### src/rtl/lsu_mem_adapter_if.sv
// Bus bundle between the pipeline/memory environment (master) and the MIPS32 load/store adapter (slave).
// The master side also drives mem_rdata because the async-read memory lives with the environment.
interface lsu_mem_adapter_if #(
    parameter int ADDR_WIDTH = 21,
    parameter int DATA_WIDTH = 32
);
    logic                  req_valid;
    logic                  req_ready;
    logic                  req_we;
    logic [1:0]            req_size;
    logic                  req_unsigned;
    logic [31:0]           req_addr;
    logic [DATA_WIDTH-1:0] req_wdata;

    logic                  resp_valid;
    logic                  resp_ready;
    logic [DATA_WIDTH-1:0] resp_rdata;
    logic                  resp_exc;
    logic [31:0]           resp_badvaddr;

    logic [ADDR_WIDTH-1:0] mem_addr;
    logic [DATA_WIDTH-1:0] mem_rdata;
    logic [ADDR_WIDTH-1:0] dw_addr;
    logic [DATA_WIDTH-1:0] dw_data;
    logic [3:0]            dw_mask;
    logic                  dw_en;

    modport master (
        output req_valid, req_we, req_size, req_unsigned, req_addr, req_wdata,
        output resp_ready, mem_rdata,
        input  req_ready, resp_valid, resp_rdata, resp_exc, resp_badvaddr,
        input  mem_addr, dw_addr, dw_data, dw_mask, dw_en
    );

    modport slave (
        input  req_valid, req_we, req_size, req_unsigned, req_addr, req_wdata,
        input  resp_ready, mem_rdata,
        output req_ready, resp_valid, resp_rdata, resp_exc, resp_badvaddr,
        output mem_addr, dw_addr, dw_data, dw_mask, dw_en
    );
endinterface

### src/rtl/lsu_mem_adapter.sv
// MIPS32 load/store adapter: alignment check, word-aligned memory access with byte lanes,
// load extraction with sign/zero extension, and one registered response per request.
module lsu_mem_adapter #(
    parameter int NUM_BYTES  = 1 << 21,
    parameter int DATA_WIDTH = 32
) (
    input  logic              clk,
    input  logic              reset,
    lsu_mem_adapter_if.slave  bus
);
    localparam int ADDR_WIDTH = $clog2(NUM_BYTES);

    typedef enum logic [1:0] {IDLE, ACCESS, RESP} state_t;

    state_t                state_q;
    logic                  reqReady_q;
    logic                  respValid_q;
    logic                  respExc_q;
    logic [DATA_WIDTH-1:0] respRdata_q;
    logic [31:0]           respBadvaddr_q;
    logic [ADDR_WIDTH-1:0] memAddr_q;
    logic [ADDR_WIDTH-1:0] dwAddr_q;
    logic [DATA_WIDTH-1:0] dwData_q;
    logic [3:0]            dwMask_q;
    logic                  dwEn_q;
    logic                  we_q;
    logic                  unsigned_q;
    logic [1:0]            size_q;
    logic [1:0]            addrLo_q;

    logic                  alignOk_d;
    logic [3:0]            mask_d;
    logic [DATA_WIDTH-1:0] wdata_d;
    logic [DATA_WIDTH-1:0] loadData_d;
    logic [7:0]            loadByte;
    logic [15:0]           loadHalf;

    always_comb begin
        alignOk_d = 1'b0;
        mask_d    = 4'b1111;
        wdata_d   = bus.req_wdata;
        case (bus.req_size)
            2'd0: begin
                alignOk_d = 1'b1;
                mask_d    = 4'b0001 << bus.req_addr[1:0];
                wdata_d   = {4{bus.req_wdata[7:0]}};
            end
            2'd1: begin
                alignOk_d = ~bus.req_addr[0];
                mask_d    = 4'b0011 << bus.req_addr[1:0];
                wdata_d   = {2{bus.req_wdata[15:0]}};
            end
            2'd2:    alignOk_d = (bus.req_addr[1:0] == 2'b00);
            default: alignOk_d = 1'b0;
        endcase
    end

    // Load lane selection works on the latched low address bits and the live async read data.
    always_comb begin
        loadByte   = bus.mem_rdata[7:0];
        loadHalf   = addrLo_q[1] ? bus.mem_rdata[31:16] : bus.mem_rdata[15:0];
        loadData_d = bus.mem_rdata;
        case (addrLo_q)
            2'd0:    loadByte = bus.mem_rdata[7:0];
            2'd1:    loadByte = bus.mem_rdata[15:8];
            2'd2:    loadByte = bus.mem_rdata[23:16];
            default: loadByte = bus.mem_rdata[31:24];
        endcase
        case (size_q)
            2'd0:    loadData_d = unsigned_q ? {24'd0, loadByte} : {{24{loadByte[7]}}, loadByte};
            2'd1:    loadData_d = unsigned_q ? {16'd0, loadHalf} : {{16{loadHalf[15]}}, loadHalf};
            default: loadData_d = bus.mem_rdata;
        endcase
    end

    always_ff @(posedge clk) begin
        if (reset) begin
            state_q        <= IDLE;
            reqReady_q     <= 1'b1;
            respValid_q    <= 1'b0;
            respExc_q      <= 1'b0;
            respRdata_q    <= '0;
            respBadvaddr_q <= '0;
            memAddr_q      <= '0;
            dwAddr_q       <= '0;
            dwData_q       <= '0;
            dwMask_q       <= '0;
            dwEn_q         <= 1'b0;
            we_q           <= 1'b0;
            unsigned_q     <= 1'b0;
            size_q         <= 2'd0;
            addrLo_q       <= 2'd0;
        end else begin
            case (state_q)
                IDLE: begin
                    if (bus.req_valid) begin
                        we_q       <= bus.req_we;
                        size_q     <= bus.req_size;
                        unsigned_q <= bus.req_unsigned;
                        addrLo_q   <= bus.req_addr[1:0];
                        reqReady_q <= 1'b0;
                        if (alignOk_d) begin
                            state_q   <= ACCESS;
                            memAddr_q <= {bus.req_addr[ADDR_WIDTH-1:2], 2'b00};
                            dwAddr_q  <= {bus.req_addr[ADDR_WIDTH-1:2], 2'b00};
                            if (bus.req_we) begin
                                dwEn_q   <= 1'b1;
                                dwMask_q <= mask_d;
                                dwData_q <= wdata_d;
                            end
                        end else begin
                            state_q        <= RESP;
                            respValid_q    <= 1'b1;
                            respExc_q      <= 1'b1;
                            respBadvaddr_q <= bus.req_addr;
                            respRdata_q    <= '0;
                        end
                    end
                end
                ACCESS: begin
                    state_q        <= RESP;
                    respValid_q    <= 1'b1;
                    respExc_q      <= 1'b0;
                    respBadvaddr_q <= '0;
                    respRdata_q    <= we_q ? '0 : loadData_d;
                    memAddr_q      <= '0;
                    dwAddr_q       <= '0;
                    dwData_q       <= '0;
                    dwMask_q       <= '0;
                    dwEn_q         <= 1'b0;
                end
                RESP: begin
                    if (bus.resp_ready) begin
                        state_q        <= IDLE;
                        reqReady_q     <= 1'b1;
                        respValid_q    <= 1'b0;
                        respExc_q      <= 1'b0;
                        respRdata_q    <= '0;
                        respBadvaddr_q <= '0;
                    end
                end
                default: state_q <= IDLE;
            endcase
        end
    end

    // The write strobe is squashed while reset is high so an interrupted store never reaches memory.
    assign bus.dw_en         = dwEn_q & ~reset;
    assign bus.dw_mask       = reset ? 4'b0000 : dwMask_q;
    assign bus.dw_addr       = dwAddr_q;
    assign bus.dw_data       = dwData_q;
    assign bus.mem_addr      = memAddr_q;
    assign bus.req_ready     = reqReady_q;
    assign bus.resp_valid    = respValid_q;
    assign bus.resp_exc      = respExc_q;
    assign bus.resp_rdata    = respRdata_q;
    assign bus.resp_badvaddr = respBadvaddr_q;
endmodule

### src/flat_wrapper.sv
// flat-port wrapper written by rule: the top's interface ports become plain ports
module lsu_mem_adapter_flat 
#(
    parameter int NUM_BYTES  = 1 << 21,
    parameter int DATA_WIDTH = 32
)
  (clk, reset, bus_req_valid, bus_req_we, bus_req_size, bus_req_unsigned, bus_req_addr, bus_req_wdata, bus_resp_ready, bus_mem_rdata, bus_req_ready, bus_resp_valid, bus_resp_rdata, bus_resp_exc, bus_resp_badvaddr, bus_mem_addr, bus_dw_addr, bus_dw_data, bus_dw_mask, bus_dw_en);
  lsu_mem_adapter_if #(.ADDR_WIDTH(21), .DATA_WIDTH(DATA_WIDTH)) bus_i ();
  input  logic clk;
  input  logic reset;
  input wire logic [$bits(bus_i.req_valid)-1:0] bus_req_valid;
  input wire logic [$bits(bus_i.req_we)-1:0] bus_req_we;
  input wire logic [$bits(bus_i.req_size)-1:0] bus_req_size;
  input wire logic [$bits(bus_i.req_unsigned)-1:0] bus_req_unsigned;
  input wire logic [$bits(bus_i.req_addr)-1:0] bus_req_addr;
  input wire logic [$bits(bus_i.req_wdata)-1:0] bus_req_wdata;
  input wire logic [$bits(bus_i.resp_ready)-1:0] bus_resp_ready;
  input wire logic [$bits(bus_i.mem_rdata)-1:0] bus_mem_rdata;
  output wire logic [$bits(bus_i.req_ready)-1:0] bus_req_ready;
  output wire logic [$bits(bus_i.resp_valid)-1:0] bus_resp_valid;
  output wire logic [$bits(bus_i.resp_rdata)-1:0] bus_resp_rdata;
  output wire logic [$bits(bus_i.resp_exc)-1:0] bus_resp_exc;
  output wire logic [$bits(bus_i.resp_badvaddr)-1:0] bus_resp_badvaddr;
  output wire logic [$bits(bus_i.mem_addr)-1:0] bus_mem_addr;
  output wire logic [$bits(bus_i.dw_addr)-1:0] bus_dw_addr;
  output wire logic [$bits(bus_i.dw_data)-1:0] bus_dw_data;
  output wire logic [$bits(bus_i.dw_mask)-1:0] bus_dw_mask;
  output wire logic [$bits(bus_i.dw_en)-1:0] bus_dw_en;
  assign bus_i.req_valid = bus_req_valid;
  assign bus_i.req_we = bus_req_we;
  assign bus_i.req_size = bus_req_size;
  assign bus_i.req_unsigned = bus_req_unsigned;
  assign bus_i.req_addr = bus_req_addr;
  assign bus_i.req_wdata = bus_req_wdata;
  assign bus_i.resp_ready = bus_resp_ready;
  assign bus_i.mem_rdata = bus_mem_rdata;
  assign bus_req_ready = bus_i.req_ready;
  assign bus_resp_valid = bus_i.resp_valid;
  assign bus_resp_rdata = bus_i.resp_rdata;
  assign bus_resp_exc = bus_i.resp_exc;
  assign bus_resp_badvaddr = bus_i.resp_badvaddr;
  assign bus_mem_addr = bus_i.mem_addr;
  assign bus_dw_addr = bus_i.dw_addr;
  assign bus_dw_data = bus_i.dw_data;
  assign bus_dw_mask = bus_i.dw_mask;
  assign bus_dw_en = bus_i.dw_en;
  lsu_mem_adapter #(.NUM_BYTES(NUM_BYTES), .DATA_WIDTH(DATA_WIDTH)) u_core (.clk(clk), .reset(reset), .bus(bus_i));
endmodule
### config.mk
export PLATFORM = sky130hd
export DESIGN_NAME = lsu_mem_adapter_flat
export DESIGN_NICKNAME = d
export VERILOG_FILES = /design/src/rtl/lsu_mem_adapter_if.sv /design/src/rtl/lsu_mem_adapter.sv /design/src/flat_wrapper.sv
export SDC_FILE = /design/constraint.sdc
export NUM_CORES = 1
export LEC_CHECK = 0
export CAP_MARGIN = 10
export CORE_ASPECT_RATIO = 0.6
export CORE_MARGIN = 2
export CORE_UTILIZATION = 40
export DETAILED_ROUTE_END_ITERATION = 16
export GPL_TIMING_DRIVEN = 1
export PLACE_DENSITY_LB_ADDON = 0.08
export SYNTH_ARGS = -nofsm -noshare
export SYNTH_HDL_FRONTEND = slang
export SYNTH_SLANG_ARGS = --single-unit
### constraint.sdc
create_clock -name clk -period 6 [get_ports clk]
set_input_delay 1.2 -clock clk [delete_from_list [all_inputs] [get_ports clk]]
set_output_delay 1.2 -clock clk [all_outputs]
set_load 0.01 [all_outputs]
After elaboration in Yosys (flattened, before gate mapping). Cells that the tools add are included. Widths: inputs -> output; s select.

Bits in registers: 133. Word-level logic and storage cells: 89. Input port bits: 104. Output and inout port bits: 146.

Equality and inequality tests: 12. Muxes and demuxes: 44. Shifts and indexed selects: 2. Bitwise gates (word level): 3. Reductions and logical operators: 14.

Operator list (number): $mux 32 (11); $pmux 32 s2 (3); $pmux 32 s3 (2); $mux 21 (2); $pmux 21 s2 (1); $pmux 8 s3 (1); $mux 16 (1); $mux 4 (4); $pmux 4 s2 (2); $logic_not 2->1 (5); $pmux 1 s3 (3); $eq 2x1->1 const B (4); $mux 1 (8); $ne 2x2->1 const B (4); $reduce_and 4->1 (2); $eq 2x2->1 const B (3); $mux 2 (3); $pmux 2 s3 (1); $reduce_and 3->1 (2); $pmux 1 s2 (2); $reduce_and 2->1 (2); $reduce_bool 2->1 (2); $shl 1x2->4 const A (1); $shl 2x2->4 const A (1); 4 further kinds (5).

Longest topological paths before layout. Gate-level depths: netlist of the first run.

Word-level depth: 6. Mapped depth: 8. Mapped depth without buffers: 6.

Least setup slack after synthesis of the first run. Ideal clock, no wire load.

Path type: input to output. From: input reset. To: output bus_dw_en. Path slack: 3190 ps. Arrival time: 1610 ps. Path buffers: 1. Stages on the path: 2. Cells stage by stage: clkbuf_1 -> nor2b_1.

Longest elaborated chain between the ends: 2.

Ends and longest elaborated chain: start, declared (RTL line flat_wrapper.sv:10) `input logic reset;`; $not 1->1 (RTL line lsu_mem_adapter.sv:148) `assign bus.dw_en = dwEn_q & ~reset;`; $and 1x1->1 (RTL line lsu_mem_adapter.sv:148); end, declared (RTL line flat_wrapper.sv:28) `output wire logic [$bits(bus_i.dw_en)-1:0] bus_dw_en;`.

No other way between the ends.

Final worst setup path of the first run.
From: input bus_req_size[0]. To: register u_core.respRdata_q[31], in the netlist u_core.bus.resp_rdata[31].

Longest elaborated chain between the ends: 4.

Ends and longest elaborated chain: start, declared (RTL line flat_wrapper.sv:13) `input wire logic [$bits(bus_i.req_size)-1:0] bus_req_size;`; $eq 2x2->1, or another cell as far along (RTL line lsu_mem_adapter.sv:42) `case (bus.req_size)`; $pmux 1 s3 (*) (RTL line lsu_mem_adapter.sv:42); $ne 2x2->1 (no line) (*); $reduce_and 4->1 (no line) (*); end signal, assigned (RTL line lsu_mem_adapter.sv:125) `respRdata_q <= we_q ? '0 : loadData_d;`; end, declared (RTL line lsu_mem_adapter.sv:19) `logic [DATA_WIDTH-1:0] respRdata_q;`.

Mark *: on every way between the ends. The rest lies on a longest branch, timed or not. A chain may end at the register's enable or synchronous reset.

==> results of run 1 <==
==> flip-flops by register name, summed over array words and instances, names as in the netlist, 2 cells and up <==
name,count
u_core.bus.dw_data,32
u_core.state_q,2
u_core.size_q,2
u_core.bus.resp_rdata,32
u_core.addrLo_q,2
u_core.bus.resp_badvaddr,32
u_core.bus.dw_addr,19
u_core.dwMask_q,4
==> cells in the final DEF, fill, tap and decap left out, drive strengths merged, types with 2 or more instances in the layout <==
master         count
clkbuf            18
nor2              45
mux2              10
nand3              8
and3b              2
dfxtp            131
a211oi             3
o221ai             6
o21bai             2
clkdlybuf4s50    244
nand4b            32
a32o               7
a32oi             19
ha                 4
clkinv             2
inv               11
a21oi             48
o41ai             16
buf                7
a22o              25
a22oi              7
clkinvlp           3
bufinv             4
mux2i             30
nor3b              2
nand2             31
o211ai             7
o21ai             62
nor3               3
nand2b            12
or3                3
o2bb2ai           19
conb               4
a21o               3
nor2b             27
==> worst paths after layout <==
check,start,to,slack [ps]
worst max-delay path,bus_req_size[0],u_core.bus.resp_rdata[31],1980
worst min-delay path,u_core.we_q,u_core.we_q,460
worst max register to register,u_core.state_q[0],u_core.bus.resp_rdata[31],3260
worst min register to register,u_core.we_q,u_core.we_q,460
==> tightest hold or removal path, cell delays in order (launching register included) <==
cell and delay [ps]:
dfxtp_1 310, nand2_1 50, a21oi_1 50
==> power by group <==
part	switching (W)	total [W]	leakage, nW	internal (W)
sequential	0.0000539	0.000997	1.06	0.000943
combinational	0.000380	0.000718	1.90	0.000338
clock	0.000414	0.00112	0.298	0.000702
total	0.000848	0.00283	3.26	0.00198
==> per-stage QoR <==
step	area (um2)	util	hold slack, ps	total power [W]
after detailed placement	8491	0.5555	445.9	0.001719
after floorplan	6231	-	436.7	0.001417
final	9140	0.5980	462.6	0.002831
after CTS	9120	0.5967	460.4	0.002838
after global placement	8491	0.5555	442.8	0.001700
after global routing	9140	0.5980	479.8	0.002958
==> cell type report <==
type / instances / area [um2]
fillers: 1311 / 6143
inverters: 6 / 22.52
multi-input cells: 448 / 3104
clock inverters: 14 / 200.2
flip-flops and latches: 131 / 2623
clock buffers: 18 / 429.2
well taps: 203 / 254.0
repair buffers: 251 / 2507
==> cell families after synthesis <==
kind of cell,count (synthesis),synth area share
other,1,0.0006029
AND/OR/NAND/NOR,167,0.1551
AO/OA/AOI/OAI,233,0.2663
buffers and inverters,95,0.08187
flip-flops,131,0.4216
multiplexers,40,0.06639
adder cells (fa/ha/maj),4,0.008047
==> layer usage <==
| metal | global-route usage | vias up | part of all wire |
|---|---|---|---|
| li1 | - | 2845 | - |
| met1 | 0.3499 | 2866 | 0.47 |
| met2 | 0.3407 | 294 | 0.42 |
| met3 | 0.07692 | 28 | 0.097 |
| met4 | 0.06154 | 2 | 0.013 |
| met5 | 0 | - | 0.00079 |
==> results.py, run 1 <==
metrics = {
    "status": {
        "run_status": "finished, final reports clean",
    },
    "critical_path": {
        "worst_setup_path_start_kind": "input port",
        "worst_path_largest_cell_delay_ps": 960,
        "worst_setup_path_end_kind": "register",
        "worst-path-max-fanout": 37,
        "cp.depth": 5,
        "kind_of_critical_path": "in -> reg",
        "cp.buffers_inverters": 1,
        "critPathSlowestCell": "clkdlybuf4s50_1",
        "crit_path_cell_trace": "clkdlybuf4s50_1 -> or3_1 -> a21bo_2 -> nand3_2 -> o41ai_1",
        "required_ps": 6290,
        "timing.critical_path.max_delay_family": "compound AO/OA/AOI/OAI gates",
        "worst_r2r_path_depth": 5,
        "worst_ep_arrival_time_ps": 4310,
    },
    "sta": {
        "fmax_mhz": 248.8,
        "finalCritPeriodShare": 0.6700,
        "post-route-worst-setup-slack_ps": 1980,
        "setup_viol": 0,
        "maxSlewHeadroom": 0.2990,
        "finalMaxSlewViolations": 0,
        "setup_tns_ps": 0,
        "tightest_slew_ps": 1051,
        "setup_repair_after_global_routing_missed_its_margin": "no",
        "period_needed_ps": 4020,
        "worst_clock_skew_ps": 10.31,
        "hold_violations_final": 0,
    },
    "die": {
        "io_pins": 250,
        "die_area_mm2": 0.01660,
        "core_area_mm2": 0.01528,
        "core.rowCount": 35,
        "die_h_um": 100.6,
        "initial_utilization": 0.4070,
        "floorplan.die.width_um": 165.0,
    },
    "synthesis": {
        "mappedNetlistArea_mm2": 0.006220,
        "ys_warn_count": 0,
        "post_syn_instances": 671,
        "synthTopCellsByCount": "dfxtp_1 (131), o21ai_0 (62), a21oi_1 (47)",
        "synth_seq_cells": 131,
        "synth_largest_type_area_fraction": 0.4216,
        "synth.distinct_cells": 52,
        "synth-edff-count": 0,
        "dominantRegCellSynth": "dfxtp_1",
        "synth.area.top_cells": "dfxtp_1 (42%), o21ai_0 (5.0%), mux2i_1 (4.8%)",
        "postSynth.asyncResetShare": 0,
        "syn_area_per_cell_um2": 9.269,
        "post-synth-top-area-cell": "dfxtp_1",
        "yosys.cell_count.top_type": "dfxtp_1",
        "ys_seq_area_frac": 0.4216,
    },
    "clocking": {
        "cts-resized-gates": 0,
        "tritoncts_num_sinks": 131,
        "tritoncts_clock_tree": "yes",
        "cts-root-buf": "clkbuf_16",
        "worst_skew_pair.late_latency_ps": 420,
        "cts_htree_levels": 4,
        "clk_pin_slew_worst_paths_ps": 60,
        "cts_post_setup_buffers_inserted": 0,
        "cts_made_buffers": 17,
        "post_cts_hold_buffer_count": 0,
        "max_clock_buf_depth": 2,
    },
    "detailed_routing": {
        "antenna_left": 0,
        "vias": 6035,
        "drt-vias-per-instance": 5.635,
        "firstDrtPassIters": 6,
        "routed_wl_um": 20370,
        "dr.first_iter.drc_count": 573,
        "drt-wirelength-per-cell_um": 19.02,
        "drc": 0,
    },
    "run": {
        "number_of_maximum_capacitance_violations": 0,
    },
    "placed_design": {
        "port_buffers": 245,
        "pre_cts_ws_ps": 1538,
        "place_inst": 1038,
        "place.gp.congestion": 0.8444,
        "place_hpwl_um": 14120,
    },
    "global_route": {
        "first_global_vias": 5572,
        "grt_use_total": 0.2404,
        "grt_pass1_wl_um": 31110,
        "grt_start_max_net_pins": 100,
        "antenna_found_initial": 1,
        "grt_overflow_total": 0,
    },
    "pwr": {
        "power.density_cell_area_mw_per_mm2": 309.7,
        "power.static_leakage_nw": 3.258,
        "vdd.ir_drop.worst_mv": 0.2289,
    },
    "layout": {
        "antenna-diode-count": 0,
        "drive_above_1_share": 0.06797,
        "nNetsFinal": 963,
        "final_cells": 1071,
        "syn2layout_area_growth_pct": 46.95,
    },
    "hold_path": {
        "timing.hold.worst_path_depth": 2,
        "worstHoldPathType": "reg -> reg",
    },
}
Note: power is estimated with default switching activity, not from simulation.
==> run 2: changes to the inputs <==
Clock period 6 ns to 3.55 ns, I/O delays scaled along.
==> run 2 against run 1 <==
Compared with the run above:
- sequential power rose by 70%
- die area did not move
- first-iteration DRC count rose by 4.9%
- global-route usage fell by 0.17 points
- power rose by 72%
- flip-flop and latch count did not move
- hold slack got worse by 6.1 ps
- non-clock buffer count rose by 8
- design area rose by 0.82%
==> results.py, run 2 (synthesis results as in run 1) <==
metrics = {
    "placed_design": {
        "place.gp.congestion": 0.8749,
        "place_hpwl_um": 14240,
        "port_buffers": 245,
        "place_area_mm2": 0.008558,
    },
    "clocking": {
        "cts_htree_levels": 4,
        "max_clock_buf_depth": 2,
        "clk_pin_slew_worst_paths_ps": 60,
        "cts_made_buffers": 17,
        "post_cts_hold_buffer_count": 0,
        "worst_skew_pair.late_latency_ps": 410,
        "tritoncts_clock_tree": "yes",
        "cts-root-buf": "clkbuf_16",
        "cts_post_setup_buffers_inserted": 0,
        "tritoncts_num_sinks": 131,
        "cts-resized-gates": 0,
    },
    "sta": {
        "fmax_mhz": 328.7,
        "setup_viol": 0,
        "hold_violations_final": 0,
        "period_needed_ps": 3042,
        "finalHoldWorstSlack_ps": 456.5,
        "setup_repair_after_global_routing_missed_its_margin": "no",
        "worst_clock_skew_ps": 9.504,
        "maxSlewHeadroom": 0.3151,
        "tightest_slew_ps": 1027,
        "finalMaxSlewViolations": 0,
        "setup_tns_ps": 0,
        "finalCritPeriodShare": 0.8570,
    },
    "hold_path": {
        "hold-path-endpoint": "u_core.we_q",
        "timing.hold.worst_path_depth": 2,
        "worstHoldPathType": "reg -> reg",
        "min_from": "u_core.we_q",
    },
    "global_route": {
        "grt_pass1_wl_um": 30910,
        "gr-max-usage-layer": "met2",
        "grt_overflow_total": 0,
        "grt_use_met1": 0.3423,
        "grt_use_total": 0.2387,
        "gr-usage-met2": 0.3535,
        "grtUsageMet3": 0.07075,
        "first_global_vias": 5689,
        "antenna_found_initial": 0,
        "grt_start_max_net_pins": 100,
    },
    "critical_path": {
        "worst_ep_arrival_time_ps": 3330,
        "worst_setup_path_end_kind": "register",
        "timing.reg2reg.setup_slack_ps": 820,
        "worst_setup_path_start_kind": "input port",
        "worst_r2r_path_depth": 5,
        "required_ps": 3830,
        "worst-path-max-fanout": 37,
        "worstReg2RegStart": "u_core.state_q[0]",
        "kind_of_critical_path": "in -> reg",
        "crit-reg2reg-capture": "u_core.bus.resp_rdata[17]",
    },
    "die": {
        "core_area_mm2": 0.01528,
        "initial_utilization": 0.4070,
        "die_area_mm2": 0.01660,
        "core.rowCount": 35,
        "die_h_um": 100.6,
        "floorplan.die.width_um": 165.0,
        "io_pins": 250,
    },
    "layout": {
        "seq_area_mm2": 0.002623,
        "finish.utilization": 0.6029,
        "layout_common_cells": "clkdlybuf4s50_1 (244), dfxtp_1 (131), o21ai_0 (62), a21oi_1 (47), nor2_1 (45)",
        "nNetsFinal": 971,
        "finalInstanceArea_mm2": 0.009215,
        "drive_above_1_share": 0.07543,
        "syn2layout_area_growth_pct": 48.16,
        "multi_input_area_mm2": 0.003104,
        "antenna-diode-count": 0,
        "layout.cells.most_common": "clkdlybuf4s50_1",
        "nFillCells": 1271,
    },
    "pwr": {
        "power.static_leakage_nw": 3.309,
        "power.density_cell_area_mw_per_mm2": 528.1,
        "vdd.ir_drop.worst_mv": 0.3334,
    },
    "detailed_routing": {
        "routed_wl_um": 20610,
        "firstDrtPassIters": 7,
        "drt-wirelength-per-cell_um": 19.12,
        "drc": 0,
        "dr.first_iter.drc_count": 601,
        "vias": 6037,
        "antenna_left": 0,
        "drt-vias-per-instance": 5.600,
    },
    "run": {
        "number_of_maximum_capacitance_violations": 0,
    },
    "status": {
        "run_status": "finished, final reports clean",
    },
}
run 2: cell count changes in the layout (fill, tap and decap cells not counted):
cell | before | now
clkinv_2 | 1 | 0
clkinv_4 | 1 | 2
bufinv_16 | 4 | 5
clkbuf_8 | 0 | 2
clkinvlp_4 | 3 | 2
inv_6 | 5 | 2
buf_12 | 1 | 0
buf_4 | 6 | 15
run 2: area by class of cell:
cell class / instances / share of cell area
tap: 203 / 0.02756
clock buffer: 20 / 0.04956
clock inverter: 11 / 0.02172
sequential: 131 / 0.2846
timing repair buffer: 259 / 0.2773
inverter: 6 / 0.002444
multi-input combinational: 448 / 0.3369
run 2: worst max-delay path, stage by stage:
cell and delay, ps:
clkdlybuf4s50_1 470, buf_4 170, a21o_2 290, a21bo_2 720
nand3_2 480, o41ai_1 470
run 2: stage by stage:
step,power [W],worst slack (ps),cells
final,0.004867,507.5,1078
after global routing,0.005062,279.7,1078
after CTS,0.004882,546.1,1078
after detailed placement,0.002918,128.2,1047
after global placement,0.002895,267.4,1047
after floorplan,0.002395,1354,674
run 2: worst max path at each step:
stage,from,depth (start not counted),end
finish,bus_req_addr[0],6,u_core.bus.resp_rdata[17]
floorplan,bus_req_size[0],7,u_core.bus.dw_data[26]
global placement,bus_req_size[0],5,u_core.bus.resp_rdata[24]
detailed placement,bus_req_addr[0],6,u_core.bus.resp_rdata[23]
global route,bus_req_addr[0],6,u_core.bus.resp_rdata[26]
CTS,bus_req_addr[0],6,u_core.bus.resp_rdata[23]
run 2: power by group:
group          internal (W)  total [W]  switching, W
logic              0.000575    0.00122      0.000644
registers           0.00159    0.00169     0.0000913
clock network       0.00129    0.00196      0.000674
run 2: layer usage:
metal	vias to the layer above	routed length, um
met5	-	0
met3	15	1918
met2	276	8675
li1	2854	-
met4	0	177
met1	2892	9837
==> run 3: changes to the inputs <==
Settings changed: GPL_ROUTABILITY_DRIVEN from default to 0, SKIP_CTS_REPAIR_TIMING from default to 1, TNS_END_PERCENT from default to 100.
==> results of run 3 <==
The final DEF is identical to that of run 2; final timing and power are the same.
